[src/rtl/ntt_fwd_sched_if.sv]
// Handshake and RAM-control bundle between the forward-NTT scheduler and its
// coefficient banks, twiddle ROM and butterfly pipeline.
interface ntt_fwd_sched_if;
   logic       start;
   logic       busy;
   logic       done;
   logic [2:0] layer;
   logic       rd_bank;
   logic [7:0] rd_addr_a;
   logic [7:0] rd_addr_b;
   logic [6:0] zeta_idx;
   logic       wr_en;
   logic       wr_bank;
   logic [7:0] wr_addr_a;
   logic [7:0] wr_addr_b;

   modport master (
      input  start,
      output busy, done, layer, rd_bank, rd_addr_a, rd_addr_b, zeta_idx,
             wr_en, wr_bank, wr_addr_a, wr_addr_b
   );

   modport slave (
      output start,
      input  busy, done, layer, rd_bank, rd_addr_a, rd_addr_b, zeta_idx,
             wr_en, wr_bank, wr_addr_a, wr_addr_b
   );
endinterface

[src/rtl/ntt_fwd_sched.sv]
// Forward Kyber NTT scheduler: one butterfly pair per cycle over 7 layers,
// ping-pong banks, write-back delayed to match the butterfly pipeline.
module ntt_fwd_sched #(
   parameter int unsigned BF_LAT = 3
) (
   input  logic            clk,
   input  logic            rst_n,
   ntt_fwd_sched_if.master bus
);

   localparam int unsigned DEPTH = BF_LAT + 1;

   typedef enum logic [1:0] {IDLE, RUN, DRAIN, DONE} state_e;

   typedef struct packed {
      logic       vld;
      logic       bank;
      logic [7:0] addr_a;
      logic [7:0] addr_b;
   } wb_t;

   state_e     state_q, state_d;
   logic [6:0] i_q, i_d;
   logic [2:0] layer_q, layer_d;
   logic [3:0] drain_q, drain_d;
   logic       busy_q, busy_d;
   logic       done_q, done_d;
   logic       rd_bank_q, rd_bank_d;
   logic [7:0] rd_a_q, rd_a_d;
   logic [7:0] rd_b_q, rd_b_d;
   logic [6:0] zeta_q, zeta_d;
   wb_t        dly_q [DEPTH];
   wb_t        dly_d [DEPTH];

   logic [7:0] len;
   logic [6:0] grp;
   logic [7:0] off;
   logic [7:0] j;

   // NOTE: every signal gets a default before the case so no latch is inferred.
   always_comb begin
      state_d = state_q;
      i_d     = i_q;
      layer_d = layer_q;
      drain_d = drain_q;
      case (state_q)
         IDLE: begin
            if (bus.start) begin
               state_d = RUN;
               layer_d = 3'd0;
               i_d     = 7'd0;
            end
         end
         RUN: begin
            if (i_q == 7'd127) begin
               state_d = DRAIN;
               drain_d = 4'd0;
            end else begin
               i_d = i_q + 7'd1;
            end
         end
         DRAIN: begin
            if (drain_q == 4'(BF_LAT)) begin
               if (layer_q == 3'd6) begin
                  state_d = DONE;
               end else begin
                  state_d = RUN;
                  layer_d = layer_q + 3'd1;
                  i_d     = 7'd0;
               end
            end else begin
               drain_d = drain_q + 4'd1;
            end
         end
         DONE:    state_d = IDLE;
         default: state_d = IDLE;
      endcase
   end

   // Addresses are derived from the next-state counters so they land in the
   // output registers on the same edge the issue slot begins.
   always_comb begin
      len = 8'd128 >> layer_d;
      grp = i_d >> (3'd7 - layer_d);
      off = {1'b0, i_d} & (len - 8'd1);
      j   = ({1'b0, grp} << (4'd8 - {1'b0, layer_d})) + off;

      busy_d    = (state_d == RUN) || (state_d == DRAIN);
      done_d    = (state_d == DONE);
      rd_bank_d = layer_d[0];
      rd_a_d    = rd_a_q;
      rd_b_d    = rd_b_q;
      zeta_d    = zeta_q;
      if (state_d == RUN) begin
         rd_a_d = j;
         rd_b_d = j + len;
         zeta_d = (7'd1 << layer_d) + grp;
      end

      dly_d[0] = '{vld: (state_q == RUN), bank: ~rd_bank_q,
                   addr_a: rd_a_q, addr_b: rd_b_q};
      for (int k = 1; k < DEPTH; k++) dly_d[k] = dly_q[k-1];
   end

   // NOTE: sequential state uses non-blocking assignments only.
   always_ff @(posedge clk or negedge rst_n) begin
      if (!rst_n) begin
         state_q   <= IDLE;
         i_q       <= '0;
         layer_q   <= '0;
         drain_q   <= '0;
         busy_q    <= 1'b0;
         done_q    <= 1'b0;
         rd_bank_q <= 1'b0;
         rd_a_q    <= '0;
         rd_b_q    <= '0;
         zeta_q    <= '0;
         // NOTE: the delay line is cleared on reset so no stale write escapes.
         for (int k = 0; k < DEPTH; k++) dly_q[k] <= '0;
      end else begin
         state_q   <= state_d;
         i_q       <= i_d;
         layer_q   <= layer_d;
         drain_q   <= drain_d;
         busy_q    <= busy_d;
         done_q    <= done_d;
         rd_bank_q <= rd_bank_d;
         rd_a_q    <= rd_a_d;
         rd_b_q    <= rd_b_d;
         zeta_q    <= zeta_d;
         for (int k = 0; k < DEPTH; k++) dly_q[k] <= dly_d[k];
      end
   end

   assign bus.busy      = busy_q;
   assign bus.done      = done_q;
   assign bus.layer     = layer_q;
   assign bus.rd_bank   = rd_bank_q;
   assign bus.rd_addr_a = rd_a_q;
   assign bus.rd_addr_b = rd_b_q;
   assign bus.zeta_idx  = zeta_q;
   assign bus.wr_en     = dly_q[BF_LAT].vld;
   assign bus.wr_bank   = dly_q[BF_LAT].bank;
   assign bus.wr_addr_a = dly_q[BF_LAT].addr_a;
   assign bus.wr_addr_b = dly_q[BF_LAT].addr_b;

endmodule
[src/flat_wrapper.sv]
// flat-port wrapper written by rule: the top's interface ports become plain ports
module ntt_fwd_sched_flat 
#(
   parameter int unsigned BF_LAT = 3
)
  (clk, rst_n, bus_start, bus_busy, bus_done, bus_layer, bus_rd_bank, bus_rd_addr_a, bus_rd_addr_b, bus_zeta_idx, bus_wr_en, bus_wr_bank, bus_wr_addr_a, bus_wr_addr_b);
  ntt_fwd_sched_if bus_i ();
  input  logic clk;
  input  logic rst_n;
  input wire logic [$bits(bus_i.start)-1:0] bus_start;
  output wire logic [$bits(bus_i.busy)-1:0] bus_busy;
  output wire logic [$bits(bus_i.done)-1:0] bus_done;
  output wire logic [$bits(bus_i.layer)-1:0] bus_layer;
  output wire logic [$bits(bus_i.rd_bank)-1:0] bus_rd_bank;
  output wire logic [$bits(bus_i.rd_addr_a)-1:0] bus_rd_addr_a;
  output wire logic [$bits(bus_i.rd_addr_b)-1:0] bus_rd_addr_b;
  output wire logic [$bits(bus_i.zeta_idx)-1:0] bus_zeta_idx;
  output wire logic [$bits(bus_i.wr_en)-1:0] bus_wr_en;
  output wire logic [$bits(bus_i.wr_bank)-1:0] bus_wr_bank;
  output wire logic [$bits(bus_i.wr_addr_a)-1:0] bus_wr_addr_a;
  output wire logic [$bits(bus_i.wr_addr_b)-1:0] bus_wr_addr_b;
  assign bus_i.start = bus_start;
  assign bus_busy = bus_i.busy;
  assign bus_done = bus_i.done;
  assign bus_layer = bus_i.layer;
  assign bus_rd_bank = bus_i.rd_bank;
  assign bus_rd_addr_a = bus_i.rd_addr_a;
  assign bus_rd_addr_b = bus_i.rd_addr_b;
  assign bus_zeta_idx = bus_i.zeta_idx;
  assign bus_wr_en = bus_i.wr_en;
  assign bus_wr_bank = bus_i.wr_bank;
  assign bus_wr_addr_a = bus_i.wr_addr_a;
  assign bus_wr_addr_b = bus_i.wr_addr_b;
  ntt_fwd_sched #(.BF_LAT(BF_LAT)) u_core (.clk(clk), .rst_n(rst_n), .bus(bus_i));
endmodule
[config.mk]
export PLATFORM = sky130hd
export DESIGN_NAME = ntt_fwd_sched_flat
export DESIGN_NICKNAME = d
export VERILOG_FILES = /design/src/rtl/ntt_fwd_sched_if.sv /design/src/rtl/ntt_fwd_sched.sv /design/src/flat_wrapper.sv
export SDC_FILE = /design/constraint.sdc
export NUM_CORES = 1
export LEC_CHECK = 0
export CAP_MARGIN = 30
export CORE_MARGIN = 2
export CORE_UTILIZATION = 58
export CTS_CLUSTER_SIZE = 20
export DETAILED_ROUTE_END_ITERATION = 8
export PLACE_DENSITY = 0.77
export REMOVE_ABC_BUFFERS = 1
export SYNTH_ARGS = -nofsm -noshare
export SYNTH_HDL_FRONTEND = slang
export SYNTH_SLANG_ARGS = --single-unit
export TNS_END_PERCENT = 30
[constraint.sdc]
create_clock -name clk -period 7.28 [get_ports clk]
set_input_delay 1.092 -clock clk [delete_from_list [all_inputs] [get_ports clk]]
set_output_delay 1.092 -clock clk [all_outputs]
set_load 0.02 [all_outputs]
==> impl_metrics.json, run 1 <==
{
  "grt_max_degree": 75,
  "max_cap_viol_count": 0,
  "final_util": 0.712,
  "hp-start": "u_core.dly_d[37]",
  "grt_overflow": 0,
  "synth_ff_type": "dfrtp_1",
  "synth_area_leaders": "dfrtp_1 52%, ha_1 8.2%, mux2_2 4.1%",
  "switchingPower_w": 0.000296,
  "place_ws_ns": 0.994,
  "cp_slowest_cell": "fa_1",
  "routedWlPerCell_um": 19.4,
  "layout_setup_ws_ns": 1.24,
  "start_kind": "register",
  "hold_viol_final": 0,
  "post-synth-top-area-fraction": 0.518,
  "drc": 0,
  "area_delta_synth_final_pct": 19.8,
  "clockRootBuffer": "clkbuf_8",
  "cts_tree": "done",
  "yosysTopAreaCell": "dfrtp_1",
  "die_w_um": 101,
  "synth_area_per_cell_um2": 11.3,
  "sw_frac_of_total": 0.200,
  "clk_pin_slew_worst_paths_ns": 0.06,
  "min_period_over_period": 0.829,
  "dieArea_um2": 10200,
  "combPwrFrac": 0.008,
  "setup_viol": 0,
  "cpPeakStageDelay_ns": 0.53,
  "p_int_w": 0.00118,
  "relSlewSlack": 0.422,
  "crit_type": "register to register",
  "drv_slew": 0,
  "routed_via_density": 6.01,
  "critPathArrivalTime_ns": 6.43,
  "clockBufferDepth": 2,
  "grt_pass1_wl_mm": 20.4,
  "numCtsBuffers": 17,
  "cts_resized": 0,
  "worst_pin_slew_ns": 0.867,
  "grt_usage": 0.263,
  "ant_nets": 0,
  "start_util": 0.594,
  "hp-class": "register to register",
  "postCtsSetupBuffers": 0,
  "drtIter0Drc": 174,
  "grt_pass1_vias": 3974,
  "crit_path_end_kind": "register",
  "drt_pass1_iterations": 5,
  "finalCriticalPeriod_ns": 6.04,
  "rsz0062_at_grt": "no",
  "wirelength_mm": 12.5,
  "timing.rr.start": "u_core.state_q[0]",
  "rr_worst_depth": 21,
  "holdPathStages": 0,
  "path_max_fanout": 17,
  "fin_skew_ns": 0.00991,
  "hold_buffers": 0,
  "vdd_drop_max_v": 0.000128,
  "clkPwrFrac": 0.567,
  "power.total_w": 0.00148,
  "synth_cell_types": 62,
  "tns_ns": 0,
  "hold_ws_ns": 0.337,
  "ff2ff_setup_slack_ns": 1.24,
  "reg2reg_to": "u_core.bus.rd_addr_b[7]",
  "required_ns": 7.68,
  "worst_path_most_repeated_cell": "ha_1",
  "portBuffers": 49,
  "seq_power_share": 0.425,
  "vias": 3896,
  "hold_end": "u_core.dly_d[19]",
  "clkLatencyLatePin_ns": 0.50,
  "htreeDepth": 4,
  "max_freq_mhz": 166,
  "crit_path_cell_trace": "inv_1, ha_1, inv_1, a211o_1, nand2_1, inv_1, ha_1, ha_1, o31ai_1, nor3b_1, fa_1, ha_1, a21o_1, a21oi_1, o21bai_1, a21oi_1, o21bai_1, a21oi_1, xor2_1, or2_2, o221ai_1",
  "synth_edf_count": 0,
  "drive_above_1_share": 0.134,
  "placementRows": 35,
  "nNetsFinal": 567,
  "async_flop_share": 1.00,
  "diodes": 0,
  "leakagePower_nw": 3.01,
  "status": "finished, final reports clean",
  "core_region_area_um2": 9200,
  "yosysWarningCount": 0,
  "ys_ff_latch": 113,
  "syn_area_um2": 5460,
  "io-pin-count": 50,
  "dp_hpwl_mm": 8.48,
  "antenna_found_initial": 0,
  "cts_sinks": 113,
  "synth_seq_area_share": 0.518,
  "gp_congestion": 0.928,
  "die_h_um": 101,
  "p_per_area_nw_per_um2": 226,
  "netlist_instances": 484
}
stage by stage:
| stage | std cells | cell area (um2) |
|---|---|---|
| after floorplan | 451 | 5270 |
| after global placement | 617 | 5940 |
| after detailed placement | 617 | 5940 |
| after CTS | 648 | 6540 |
| after global routing | 648 | 6540 |
| final | 648 | 6540 |
power groups by stage:
stage | logic, W | registers [W] | clock network, W
after floorplan | 0.0000000155 | 0.000640 | 0
after global placement | 0.0000130 | 0.000640 | 0
after detailed placement | 0.0000134 | 0.000640 | 0
after CTS | 0.0000135 | 0.000629 | 0.000853
after global routing | 0.0000157 | 0.000628 | 0.000887
final | 0.0000125 | 0.000629 | 0.000839
cell usage after synthesis, types with 5 or more instances:
master	instances
o21bai_1	6
nor2b_1	5
ha_1	36
dfrtp_1	113
a21o_1	6
and2_1	8
a21oi_1	29
inv_1	30
nor3_1	7
nor2_1	27
clkbuf_1	9
nand3_1	9
o211ai_1	6
mux2_2	20
nand2_1	33
o21ai_0	15
and3_1	5
buf_4	17
a31oi_1	10
xnor2_1	16
registers in the layout, indices dropped and copies added, names as in the netlist:
name,cells
u_core.bus.busy,1
u_core.bus.done,1
u_core.bus.layer,3
u_core.bus.rd_addr_a,8
u_core.bus.rd_addr_b,8
u_core.bus.wr_addr_a,8
u_core.bus.wr_addr_b,8
u_core.bus.wr_bank,1
u_core.bus.wr_en,1
u_core.bus.zeta_idx,7
u_core.dly_d,54
u_core.drain_q,4
u_core.i_q,7
u_core.state_q,2
cell type report:
type | count | area [um2]
fillers | 623 | 2650
inverters | 31 | 116
well taps | 111 | 139
clock inverters | 13 | 186
flip-flops and latches | 113 | 2830
multi-input cells | 307 | 2320
clock buffers | 18 | 418
repair buffers | 55 | 533
cell usage in the layout (no fill, tap or decap), types with 5 or more instances in the layout:
cell type / count
mux2_2: 20
nand2_1: 33
buf_4: 7
xnor2_1: 16
a31oi_1: 10
inv_1: 30
nor3_1: 7
o211ai_1: 6
a21oi_1: 29
and2_1: 8
clkdlybuf4s50_1: 48
nor2b_1: 5
ha_1: 36
o21ai_0: 15
nor2_1: 27
o21bai_1: 6
nand3_1: 9
dfrtp_1: 113
a21o_1: 6
clkbuf_16: 16
and3_1: 5
cells by family (layout without fill, tap and decap cells):
kind of cell | Yosys count | count (layout) | synth area share
compound gates | 114 | 114 | 0.149
xor+xnor | 20 | 20 | 0.0321
fa+ha+maj | 39 | 39 | 0.0935
buf+inv | 64 | 117 | 0.0566
flops | 113 | 113 | 0.518
mux | 25 | 25 | 0.0522
simple gates | 109 | 109 | 0.0988
worst max-delay path by stage:
stage	start	to	slack, ns	cells past startpoint
final	u_core.state_q[0]	u_core.bus.rd_addr_b[7]	1.24	21
after global routing	u_core.state_q[0]	u_core.bus.rd_addr_b[7]	0.76	21
after CTS	u_core.state_q[0]	u_core.bus.rd_addr_b[7]	1.32	21
after detailed placement	bus_start	u_core.bus.rd_addr_b[7]	0.99	22
after global placement	bus_start	u_core.bus.rd_addr_b[7]	1.18	22
after floorplan	bus_start	u_core.bus.rd_addr_b[7]	1.89	21
metal layers:
layer	part of all wire	track usage
met1	0.42	0.346
met2	0.50	0.427
met3	0.048	0.0617
met4	0.025	0.0967
met5	0	0
worst max-delay path, delay by kind of cell, from the launching register on:
| kind | cells | cell delay, ns |
|---|---|---|
| compound gates | 9 | 1.73 |
| fa+ha+maj | 5 | 2.05 |
| xor+xnor | 1 | 0.10 |
| flops | 1 | 0.42 |
| buf+inv | 3 | 0.47 |
| simple gates | 3 | 1.16 |
Power figures use the tool's default switching activity.
==> inputs of run 2 (changes only) <==
Clock period 7.28 ns to 5.8 ns, I/O delays scaled along.
==> run 2 against run 1 <==
  * Maximum frequency is 12% higher
  * Via count is 2.0% lower
  * Critical path depth is 1 lower
  * Largest power group unchanged
  * Final cell count is 1.5% higher
  * Highest routed layer unchanged
  * Sequential power is 25% higher
  * Clock power is 35% higher
  * Count of clock-buffer cells in the layout stayed put
  * Die area stayed put
  * Largest cell class unchanged
  * Global-route usage is 1.5 points lower
  * Final area is 2.1% higher
  * Register-to-register slack worse by 0.82 ns
  * Total power is 31% higher
==> impl_metrics.json, run 2 (synthesis gave the netlist of run 1 again) <==
{
  "hold_viol_final": 0,
  "combPwrFrac": 0.008,
  "setup_viol": 0,
  "final_cell_mix": "113 x dfrtp_1, 48 x clkdlybuf4s50_1, 34 x ha_1",
  "drtIter0Drc": 183,
  "core_region_area_um2": 9200,
  "finalCriticalPeriod_ns": 5.38,
  "portBuffers": 49,
  "gp_congestion": 0.892,
  "sw_frac_of_total": 0.206,
  "ff_latch_area_um2": 2830,
  "grt_overflow": 0,
  "seq_power_share": 0.407,
  "clockRootBuffer": "clkbuf_8",
  "numCtsBuffers": 17,
  "crit_path_start": "u_core.drain_q[0]",
  "placementRows": 35,
  "p_per_area_nw_per_um2": 290,
  "area_delta_synth_final_pct": 22.3,
  "switchingPower_w": 0.000399,
  "cts_tree": "done",
  "start_util": 0.594,
  "relSlewSlack": 0.427,
  "placed_area_um2": 6010,
  "final_cells": 658,
  "ant_nets": 0,
  "cts_resized": 0,
  "clockBufferDepth": 2,
  "hold_ws_ns": 0.343,
  "max_cap_viol_count": 0,
  "routedWlPerCell_um": 18.0,
  "multi_input_area_um2": 2350,
  "worst_pin_slew_ns": 0.860,
  "grt_pass1_wl_mm": 19.2,
  "leakagePower_nw": 3.08,
  "required_ns": 6.22,
  "dp.cells": 626,
  "vias": 3818,
  "rsz0062_at_grt": "no",
  "vdd_drop_max_v": 0.000209,
  "dp_hpwl_mm": 7.97,
  "critPathArrivalTime_ns": 5.80,
  "die_h_um": 101,
  "status": "finished, final reports clean",
  "grt_max_degree": 67,
  "max_freq_mhz": 186,
  "path_max_fanout": 5,
  "p_int_w": 0.00154,
  "layout_setup_ws_ns": 0.425,
  "hp-start": "u_core.dly_d[23]",
  "fin_skew_ns": 0.0148,
  "nNetsFinal": 576,
  "grt_usage": 0.248,
  "place_ws_ns": 0.0614,
  "crit_path_end_kind": "register",
  "hp-class": "register to register",
  "diodes": 0,
  "start_kind": "register",
  "grt_pass1_vias": 3721,
  "crit_type": "register to register",
  "fillCellCount": 601,
  "drv_slew": 0,
  "clkPwrFrac": 0.585,
  "drc": 0,
  "drt_pass1_iterations": 5,
  "min_period_over_period": 0.927,
  "tns_ns": 0,
  "routed_via_density": 5.80,
  "antenna_found_initial": 0,
  "io-pin-count": 50,
  "die_w_um": 101,
  "postCtsSetupBuffers": 0,
  "timing.rr.start": "u_core.drain_q[0]",
  "hold_buffers": 0,
  "wirelength_mm": 11.8,
  "largest_register_ffs": 54,
  "clk_pin_slew_worst_paths_ns": 0.06,
  "final_common_cell": "dfrtp_1",
  "dieArea_um2": 10200,
  "drive_above_1_share": 0.159,
  "htreeDepth": 4,
  "cts_sinks": 113,
  "clkLatencyLatePin_ns": 0.51,
  "final_cell_area_um2": 6680
}
==> run 2: power groups by stage <==
stage / clock network, W / logic, W / registers (W)
after floorplan: 0 / 0.0000000192 / 0.000803
after global placement: 0 / 0.0000163 / 0.000803
after detailed placement: 0 / 0.0000169 / 0.000803
after CTS: 0.00115 / 0.0000171 / 0.000789
after global routing: 0.00119 / 0.0000196 / 0.000788
final: 0.00113 / 0.0000158 / 0.000789
==> run 2: cell type report <==
type | count | share of cell area
clock buffers | 18 | 0.0626
clock inverters | 14 | 0.0341
inverters | 31 | 0.0174
multi-input cells | 307 | 0.352
flip-flops and latches | 113 | 0.423
well taps | 111 | 0.0208
repair buffers | 64 | 0.0899
==> run 2: worst max-delay path: stages (launching register included) <==
cell and delay [ns]:
dfrtp_1 0.41, ha_1 0.25, or3b_4 0.44, a2111o_1 0.51, o21ai_0 0.40, a22oi_1 0.19, mux2_4 0.33, nor2_1 0.09
a31oi_1 0.07, nor3b_2 0.21, fa_1 0.64, ha_1 0.26, a21o_1 0.16, a21oi_1 0.22, o21bai_1 0.11, a21oi_2 0.19
o21bai_1 0.09, a21oi_1 0.19, xor2_1 0.12, or2_2 0.28, o221ai_1 0.14
==> run 2: stage by stage <==
step / utilization / total power [W]
floorplan: - / 0.000803
global placement: 0.653 / 0.000819
detailed placement: 0.653 / 0.000820
CTS: 0.723 / 0.00195
global route: 0.726 / 0.00200
finish: 0.726 / 0.00194
==> run 2: path summary, 6_finish.rpt <==
check	to	slack (ns)	cells past startpoint
max in group asynchronous	u_core.dly_d[15]	4.23	2
min in group asynchronous	u_core.bus.wr_bank	0.37	1
hold / removal	u_core.dly_d[5]	0.34	0
setup / recovery	u_core.bus.rd_addr_b[7]	0.42	20
hold reg to reg	u_core.dly_d[5]	0.34	0
setup reg to reg	u_core.bus.rd_addr_b[7]	0.42	20
==> run 2: per-layer routing <==
| metal | share of wire | track usage |
|---|---|---|
| met1 | 0.46 | 0.330 |
| met3 | 0.039 | 0.0513 |
| met5 | 0 | 0 |
| met2 | 0.49 | 0.407 |
| met4 | 0.012 | 0.0884 |
